<file path="config.mk">
export PLATFORM = sky130hd
export DESIGN_NAME = cordic_arb_flat
export DESIGN_NICKNAME = d
export VERILOG_FILES = /design/src/rtl/cordic_arb_if.sv /design/src/rtl/cordic_arb.sv /design/src/flat_wrapper.sv
export SDC_FILE = /design/constraint.sdc
export NUM_CORES = 1
export LEC_CHECK = 0
export CORE_MARGIN = 3
export CORE_UTILIZATION = 43
export DETAILED_ROUTE_END_ITERATION = 7
export PLACE_DENSITY = 0.87
export SLEW_MARGIN = 10
export SYNTH_ARGS = -nofsm -noshare
export SYNTH_HDL_FRONTEND = slang
export SYNTH_SLANG_ARGS = --single-unit
</file>
<file path="constraint.sdc">
create_clock -name clk -period 4.4 [get_ports clk]
set_clock_uncertainty 0.15 [all_clocks]
set_input_delay 0.88 -clock clk [delete_from_list [all_inputs] [get_ports clk]]
set_output_delay 0.88 -clock clk [all_outputs]
set_load 0.01 [all_outputs]
</file>
<file path="src/rtl/cordic_arb_if.sv">
// cordic_arb_if: requester-side and response-side bus of the CORDIC scheduler.
//
// Handshake semantics (both channels): a transfer happens on a rising clock
// edge where valid and ready are both high. A producer that raises valid holds
// it, together with its payload, stable until that edge. Ready may depend
// combinationally on valid; valid never depends on ready.
//
// Signals:
//   req_valid  [NUM_REQ]     requester i has an operand pair
//   req_ready  [NUM_REQ]     one-hot grant from the scheduler
//   req_x_real [16*NUM_REQ]  packed real parts, requester i at [16i+15:16i]
//   req_x_imag [16*NUM_REQ]  packed imaginary parts, same packing
//   resp_valid               response available
//   resp_ready               downstream accepts the response
//   resp_angle [16]          angle sampled from the engine
//   resp_id    [ID_W]        index of the requester owning the response
//
// Modports: master = front ends / downstream, slave = the scheduler.
interface cordic_arb_if #(
  parameter int NUM_REQ = 4,
  parameter int ID_W    = 2
);
  logic [NUM_REQ-1:0]    req_valid;
  logic [NUM_REQ-1:0]    req_ready;
  logic [16*NUM_REQ-1:0] req_x_real;
  logic [16*NUM_REQ-1:0] req_x_imag;
  logic                  resp_valid;
  logic                  resp_ready;
  logic [15:0]           resp_angle;
  logic [ID_W-1:0]       resp_id;

  modport master (
    output req_valid, req_x_real, req_x_imag, resp_ready,
    input  req_ready, resp_valid, resp_angle, resp_id
  );

  modport slave (
    input  req_valid, req_x_real, req_x_imag, resp_ready,
    output req_ready, resp_valid, resp_angle, resp_id
  );
endinterface

</file>
<file path="src/rtl/cordic_arb.sv">
// cordic_arb: round-robin scheduler sharing one CORDIC angle engine among
// NUM_REQ requesters. One operand pair is accepted at a time, driven to the
// engine and held for a settle window, then the engine angle is sampled and
// returned on a single tagged response channel.
//
// Ports:
//   clk, rst        clock, asynchronous active-high reset
//   bus (slave)     request/response bus (see cordic_arb_if)
//   o_busy          high whenever the FSM is not IDLE
//   o_eng_enable    engine enable, high only in RUN
//   o_eng_x_real    operand to engine (holds last value outside RUN)
//   o_eng_x_imag    operand to engine (holds last value outside RUN)
//   i_eng_angle     engine result
//   i_eng_ready     engine result valid
//   o_dbg_state     current FSM state (0 IDLE, 1 RUN, 2 RESP)
module cordic_arb #(
  parameter int NUM_REQ = 4,
  parameter int ID_W    = 2,
  parameter int SETTLE  = 2
) (
  input  logic        clk,
  input  logic        rst,
  cordic_arb_if.slave bus,
  output logic        o_busy,
  output logic        o_eng_enable,
  output logic [15:0] o_eng_x_real,
  output logic [15:0] o_eng_x_imag,
  input  logic [15:0] i_eng_angle,
  input  logic        i_eng_ready,
  output logic [1:0]  o_dbg_state
);

  localparam int CNT_W = (SETTLE > 1) ? $clog2(SETTLE) : 1;
  localparam logic [CNT_W-1:0] CNT_LAST = CNT_W'(SETTLE - 1);
  localparam logic [ID_W-1:0]  LAST_IDX = ID_W'(NUM_REQ - 1);

  typedef enum logic [1:0] {
    S_IDLE = 2'd0,
    S_RUN  = 2'd1,
    S_RESP = 2'd2
  } state_t;

  state_t             r_state;
  state_t             w_next_state;
  logic [ID_W-1:0]    r_last_grant;
  logic [ID_W-1:0]    r_cur_id;
  logic [CNT_W-1:0]   r_cnt;
  logic [15:0]        r_op_re;
  logic [15:0]        r_op_im;
  logic [15:0]        r_resp_angle;

  logic [NUM_REQ-1:0] w_grant_oh;
  logic [ID_W-1:0]    w_grant_idx;
  logic [ID_W-1:0]    w_scan_idx;
  logic               w_found;
  logic [15:0]        w_sel_re;
  logic [15:0]        w_sel_im;
  logic               w_take;
  logic               w_settled;
  logic               w_sample;

  // Circular search starting one past the last grant, so the last winner has
  // the lowest priority. The scan index wraps explicitly so NUM_REQ need not
  // be a power of two.
  always_comb begin
    w_grant_oh  = '0;
    w_grant_idx = '0;
    w_found     = 1'b0;
    w_scan_idx  = r_last_grant;
    for (int k = 0; k < NUM_REQ; k++) begin
      w_scan_idx = (w_scan_idx == LAST_IDX) ? '0 : w_scan_idx + ID_W'(1);
      if (!w_found && bus.req_valid[w_scan_idx]) begin
        w_found     = 1'b1;
        w_grant_idx = w_scan_idx;
      end
    end
    w_grant_oh[w_grant_idx] = w_found;
  end

  // Operand mux driven by the one-hot grant.
  always_comb begin
    w_sel_re = '0;
    w_sel_im = '0;
    for (int i = 0; i < NUM_REQ; i++) begin
      if (w_grant_oh[i]) begin
        w_sel_re = bus.req_x_real[16*i +: 16];
        w_sel_im = bus.req_x_imag[16*i +: 16];
      end
    end
  end

  // A grant is only ever offered to a valid requester, so an offered grant in
  // IDLE is a completed handshake at the next edge.
  assign w_take    = (r_state == S_IDLE) && w_found;
  assign w_settled = (r_cnt == CNT_LAST);
  assign w_sample  = (r_state == S_RUN) && w_settled && i_eng_ready;

  always_comb begin
    w_next_state = r_state;
    case (r_state)
      S_IDLE:  if (w_take)         w_next_state = S_RUN;
      S_RUN:   if (w_sample)       w_next_state = S_RESP;
      S_RESP:  if (bus.resp_ready) w_next_state = S_IDLE;
      default:                     w_next_state = S_IDLE;
    endcase
  end

  always_ff @(posedge clk or posedge rst) begin
    if (rst) begin
      r_state <= S_IDLE;
    end else begin
      r_state <= w_next_state;
    end
  end

  always_ff @(posedge clk or posedge rst) begin
    if (rst) begin
      r_last_grant <= LAST_IDX;
      r_cur_id     <= '0;
      r_cnt        <= '0;
      r_op_re      <= '0;
      r_op_im      <= '0;
      r_resp_angle <= '0;
    end else begin
      if (w_take) begin
        r_op_re      <= w_sel_re;
        r_op_im      <= w_sel_im;
        r_cur_id     <= w_grant_idx;
        r_last_grant <= w_grant_idx;
        r_cnt        <= '0;
      end else if ((r_state == S_RUN) && !w_settled) begin
        r_cnt <= r_cnt + CNT_W'(1);
      end
      if (w_sample) begin
        r_resp_angle <= i_eng_angle;
      end
    end
  end

  // Grant is suppressed outside IDLE, including the RESP cycle that accepts
  // the response.
  assign bus.req_ready  = (r_state == S_IDLE) ? w_grant_oh : '0;
  assign bus.resp_valid = (r_state == S_RESP);
  assign bus.resp_angle = r_resp_angle;
  assign bus.resp_id    = r_cur_id;

  // Enable decodes the state register directly so it drops with reset,
  // without waiting for a clock.
  assign o_busy       = (r_state != S_IDLE);
  assign o_eng_enable = (r_state == S_RUN);
  assign o_eng_x_real = r_op_re;
  assign o_eng_x_imag = r_op_im;
  assign o_dbg_state  = r_state;

endmodule
</file>
<file path="src/flat_wrapper.sv">
// flat-port wrapper written by rule: the top's interface ports become plain ports
module cordic_arb_flat 
#(
  parameter int NUM_REQ = 4,
  parameter int ID_W    = 2,
  parameter int SETTLE  = 2
)
  (clk, rst, o_busy, o_eng_enable, o_eng_x_real, o_eng_x_imag, i_eng_angle, i_eng_ready, o_dbg_state, bus_req_valid, bus_req_x_real, bus_req_x_imag, bus_resp_ready, bus_req_ready, bus_resp_valid, bus_resp_angle, bus_resp_id);
  cordic_arb_if #(.NUM_REQ(NUM_REQ), .ID_W(ID_W)) bus_i ();
  input  logic clk;
  input  logic rst;
  output logic o_busy;
  output logic o_eng_enable;
  output logic [15:0] o_eng_x_real;
  output logic [15:0] o_eng_x_imag;
  input  logic [15:0] i_eng_angle;
  input  logic i_eng_ready;
  output logic [1:0] o_dbg_state;
  input wire logic [$bits(bus_i.req_valid)-1:0] bus_req_valid;
  input wire logic [$bits(bus_i.req_x_real)-1:0] bus_req_x_real;
  input wire logic [$bits(bus_i.req_x_imag)-1:0] bus_req_x_imag;
  input wire logic [$bits(bus_i.resp_ready)-1:0] bus_resp_ready;
  output wire logic [$bits(bus_i.req_ready)-1:0] bus_req_ready;
  output wire logic [$bits(bus_i.resp_valid)-1:0] bus_resp_valid;
  output wire logic [$bits(bus_i.resp_angle)-1:0] bus_resp_angle;
  output wire logic [$bits(bus_i.resp_id)-1:0] bus_resp_id;
  assign bus_i.req_valid = bus_req_valid;
  assign bus_i.req_x_real = bus_req_x_real;
  assign bus_i.req_x_imag = bus_req_x_imag;
  assign bus_i.resp_ready = bus_resp_ready;
  assign bus_req_ready = bus_i.req_ready;
  assign bus_resp_valid = bus_i.resp_valid;
  assign bus_resp_angle = bus_i.resp_angle;
  assign bus_resp_id = bus_i.resp_id;
  cordic_arb #(.NUM_REQ(NUM_REQ), .ID_W(ID_W), .SETTLE(SETTLE)) u_core (.clk(clk), .rst(rst), .bus(bus_i), .o_busy(o_busy), .o_eng_enable(o_eng_enable), .o_eng_x_real(o_eng_x_real), .o_eng_x_imag(o_eng_x_imag), .i_eng_angle(i_eng_angle), .i_eng_ready(i_eng_ready), .o_dbg_state(o_dbg_state));
endmodule
</file>
==> results.toml <==
[run_status]
status = "finished clean"

[synth]
synth-seq-cells = 55
post_synthesis_instance_area_mm2 = 0.00391
synth_enable_flop_cells = 0
synth_top_flop_cell = "sky130_fd_sc_hd__dfrtp_1"
yosys.cell_types.count = 45
syn_nets = 534
seq_area_frac_synth = 0.352
synthDominantCellAreaShare = 0.339
syn-mean-instance-area_um2 = 10.3
total_number_of_yosys_warnings = 0
synthArstFlopShare = 1.00
synthTopCellsByArea = "sky130_fd_sc_hd__dfrtp_1 (34%), sky130_fd_sc_hd__a221oi_2 (12%), sky130_fd_sc_hd__o41ai_1 (7.2%)"
synth_largest_area_cell = "sky130_fd_sc_hd__dfrtp_1"
postSynthCellCount = 381

[routing]
drt_iter0_markers = 147
detail_route.wl_per_cell_um = 19.5
wl_um = 13100
route.vias.total = 3909
vias_per_cell = 5.83
drtAntennaViolNets = 0
route.detailed.drc = 0
first_pass_iters = 5

[sta]
timing_worst_slew_pin_value_ns = 1.16
final.period_utilization = 0.977
max_slew_violation_total_from_the_final_report = 0
achievable-frequency_ghz = 0.233
rsz0062_at_grt = "false"
tns_ns = 0
setup_viol = 0
finalHoldViolations = 0
period_minus_slack_ns = 4.30
relSlewSlack = 0.224

[cts]
cts_buffers = 5
hold_fix_buffers_cts = 0
cts_root_buffer = "sky130_fd_sc_hd__clkbuf_8"
tritoncts = "done"
cts.reportedPaths.clkPinSlew_ns = 0.12
clock_path_buffers = 2
worstSkewPairLatency_ns = 0.32
cts_max_level = 2
numClockSinks = 55

[global_route]
grt_first_pass_wirelength_um = 19900
largest_net_degree_at_the_start_of_global_routing = 100
grt_pass1_vias = 4006
grt-ovfl-total = 0
grt_use_total = 0.243
grt_antenna_before_repair = 0

[setup_path]
timing_worst_setup_path_type = "primary input to output port"
cp-end-kind = "output port"
critPathRequiredTime_ns = 3.37
timing.critical_path.from_type = "primary input"
timing.critical_path.fanout_max = 10
data_arrival_at_the_endpoint_of_the_critical_path_ns = 3.27

[pwr]
comb_pwr_share = 0.746
share_clk_of_total_power = 0.064
vdd.ir_drop.worst_mv = 0.553
internal-power_mw = 2.57
switching_share = 0.484
leakagePower_nw = 2.38
p_switching_mw = 2.40
p_seq_frac = 0.191
total_power_mw = 4.97
powerDensity_mw_per_mm2 = 816

[cells_and_area]
antenna_cells_inserted = 0
layout.cells.most_common = "sky130_fd_sc_hd__clkdlybuf4s50_1"
most-common-layout-cells = "sky130_fd_sc_hd__clkdlybuf4s50_1 (209), sky130_fd_sc_hd__dfrtp_1 (53), sky130_fd_sc_hd__nand2_1 (40)"
post-route-util = 0.695
post_route_cells_drive_above_1_share = 0.190
design.final.nets = 715
area_growth_syn_to_layout_pct = 55.6
fillCellCount = 679

[min_path]
hold_wc_path_type = "flip-flop to flip-flop"

[floorplanning]
die_y_um = 101
io_pins = 211
floorplan.initialDensity = 0.447
design.die.area_mm2 = 0.0103
core.rowCount = 34
floorplan.die.width_um = 101
design.core.area_mm2 = 0.00876

[flow_run]
max_cap_violations = 0

[placement]
detailed_place_hpwl_um = 9330
place.gp.congestion = 0.878
io_buffer_count = 210
==> flip-flops by register name, indices dropped and copies added, names as in the netlist <==
register / cells
u_core.bus.resp_id: 2
u_core.r_last_grant: 2
u_core.o_eng_x_imag: 16
u_core.r_cnt: 1
u_core.o_dbg_state: 2
u_core.bus.resp_angle: 16
u_core.o_eng_x_real: 16
==> cell families after synthesis <==
| family | after synthesis | synth area share |
|---|---|---|
| buffers and inverters | 51 | 0.0723 |
| DFF | 55 | 0.352 |
| and+or+nand+nor | 99 | 0.132 |
| xor gates and xnor gates | 1 | 0.00224 |
| AOI/OAI and AO/OA | 152 | 0.367 |
| muxes | 22 | 0.0707 |
| adders and majority gates | 1 | 0.00320 |
==> through the flow <==
step / cells / hold WS (ns) / area, um^2 / setup WS (ns)
global route: 671 / 0.383 / 6090 / 0.0444
CTS: 671 / 0.370 / 6080 / 0.0690
finish: 671 / 0.368 / 6090 / 0.102
floorplan: 381 / 0.334 / 3910 / 0.946
detailed placement: 663 / 0.343 / 5970 / 0.0929
global placement: 663 / 0.314 / 5970 / 0.180
==> path summary, 6_finish.rpt <==
path                                                start                         to  slack (ns)  depth (start not counted)
worst min register to register  u_core.bus.resp_angle[15]  u_core.bus.resp_angle[15]        0.37                          1
worst min-delay path            u_core.bus.resp_angle[15]  u_core.bus.resp_angle[15]        0.37                          1
worst max register to register     u_core.r_last_grant[0]     u_core.o_eng_x_real[1]        0.81                          7
max in group asynchronous                             rst     u_core.o_eng_x_real[0]        2.40                          3
worst max-delay path                     bus_req_valid[0]           bus_req_ready[1]        0.10                          6
min in group asynchronous                             rst   u_core.bus.resp_angle[6]        0.91                          2
==> critical path: stages <==
cell,delay (ns)
sky130_fd_sc_hd__clkdlybuf4s50_1,0.58
sky130_fd_sc_hd__mux4_2,0.54
sky130_fd_sc_hd__a22oi_1,0.30
sky130_fd_sc_hd__and2_2,0.22
sky130_fd_sc_hd__and3_1,0.18
sky130_fd_sc_hd__clkdlybuf4s50_1,0.57
==> timing repair <==
item	4_1_cts	5_1_grt
endpoints found under the hold margin	0	0
endpoints found under the setup margin	0	2
gates resized for setup	0	4
setup buffers	0	0
==> final cells by class <==
| class | instances | area (um^2) | share of cell area |
|---|---|---|---|
| Multi-Input combinational cell | 275 | 2280 | 0.375 |
| Timing Repair Buffer | 217 | 2160 | 0.354 |
| Sequential cell | 55 | 1380 | 0.227 |
| Tap cell | 108 | 135 | 0.0222 |
| Clock buffer | 5 | 68.8 | 0.0113 |
| Clock inverter | 3 | 33.8 | 0.00555 |
| Inverter | 8 | 30.0 | 0.00493 |
==> Yosys cell counts, types with 5 or more instances <==
library cell / instances
sky130_fd_sc_hd__buf_6: 8
sky130_fd_sc_hd__a21oi_1: 13
sky130_fd_sc_hd__nand2_1: 41
sky130_fd_sc_hd__inv_1: 8
sky130_fd_sc_hd__dfrtp_1: 53
sky130_fd_sc_hd__buf_2: 16
sky130_fd_sc_hd__nor2_1: 5
sky130_fd_sc_hd__mux2_2: 17
sky130_fd_sc_hd__a21oi_2: 24
sky130_fd_sc_hd__a21o_1: 32
sky130_fd_sc_hd__o41ai_1: 32
sky130_fd_sc_hd__clkbuf_1: 16
sky130_fd_sc_hd__nand2b_1: 34
sky130_fd_sc_hd__a221oi_2: 30
sky130_fd_sc_hd__o21ai_0: 8
==> routing by layer <==
layer  share of wire  vias up  track usage
li1                -     1813            -
met1            0.37     1902        0.269
met2            0.53      177        0.452
met3           0.081       17       0.0585
met4           0.021        0       0.0808
met5               0        -            0
==> power groups by stage <==
stage / Clock [mW] / Sequential (mW) / Combinational [mW]
finish: 0.317 / 0.947 / 3.71
global route: 0.344 / 0.982 / 4.00
CTS: 0.326 / 0.944 / 3.71
detailed placement: 0 / 0.952 / 3.70
global placement: 0 / 0.933 / 3.60
floorplan: 0 / 1.03 / 2.54
Note: power is estimated with default switching activity, not from simulation.
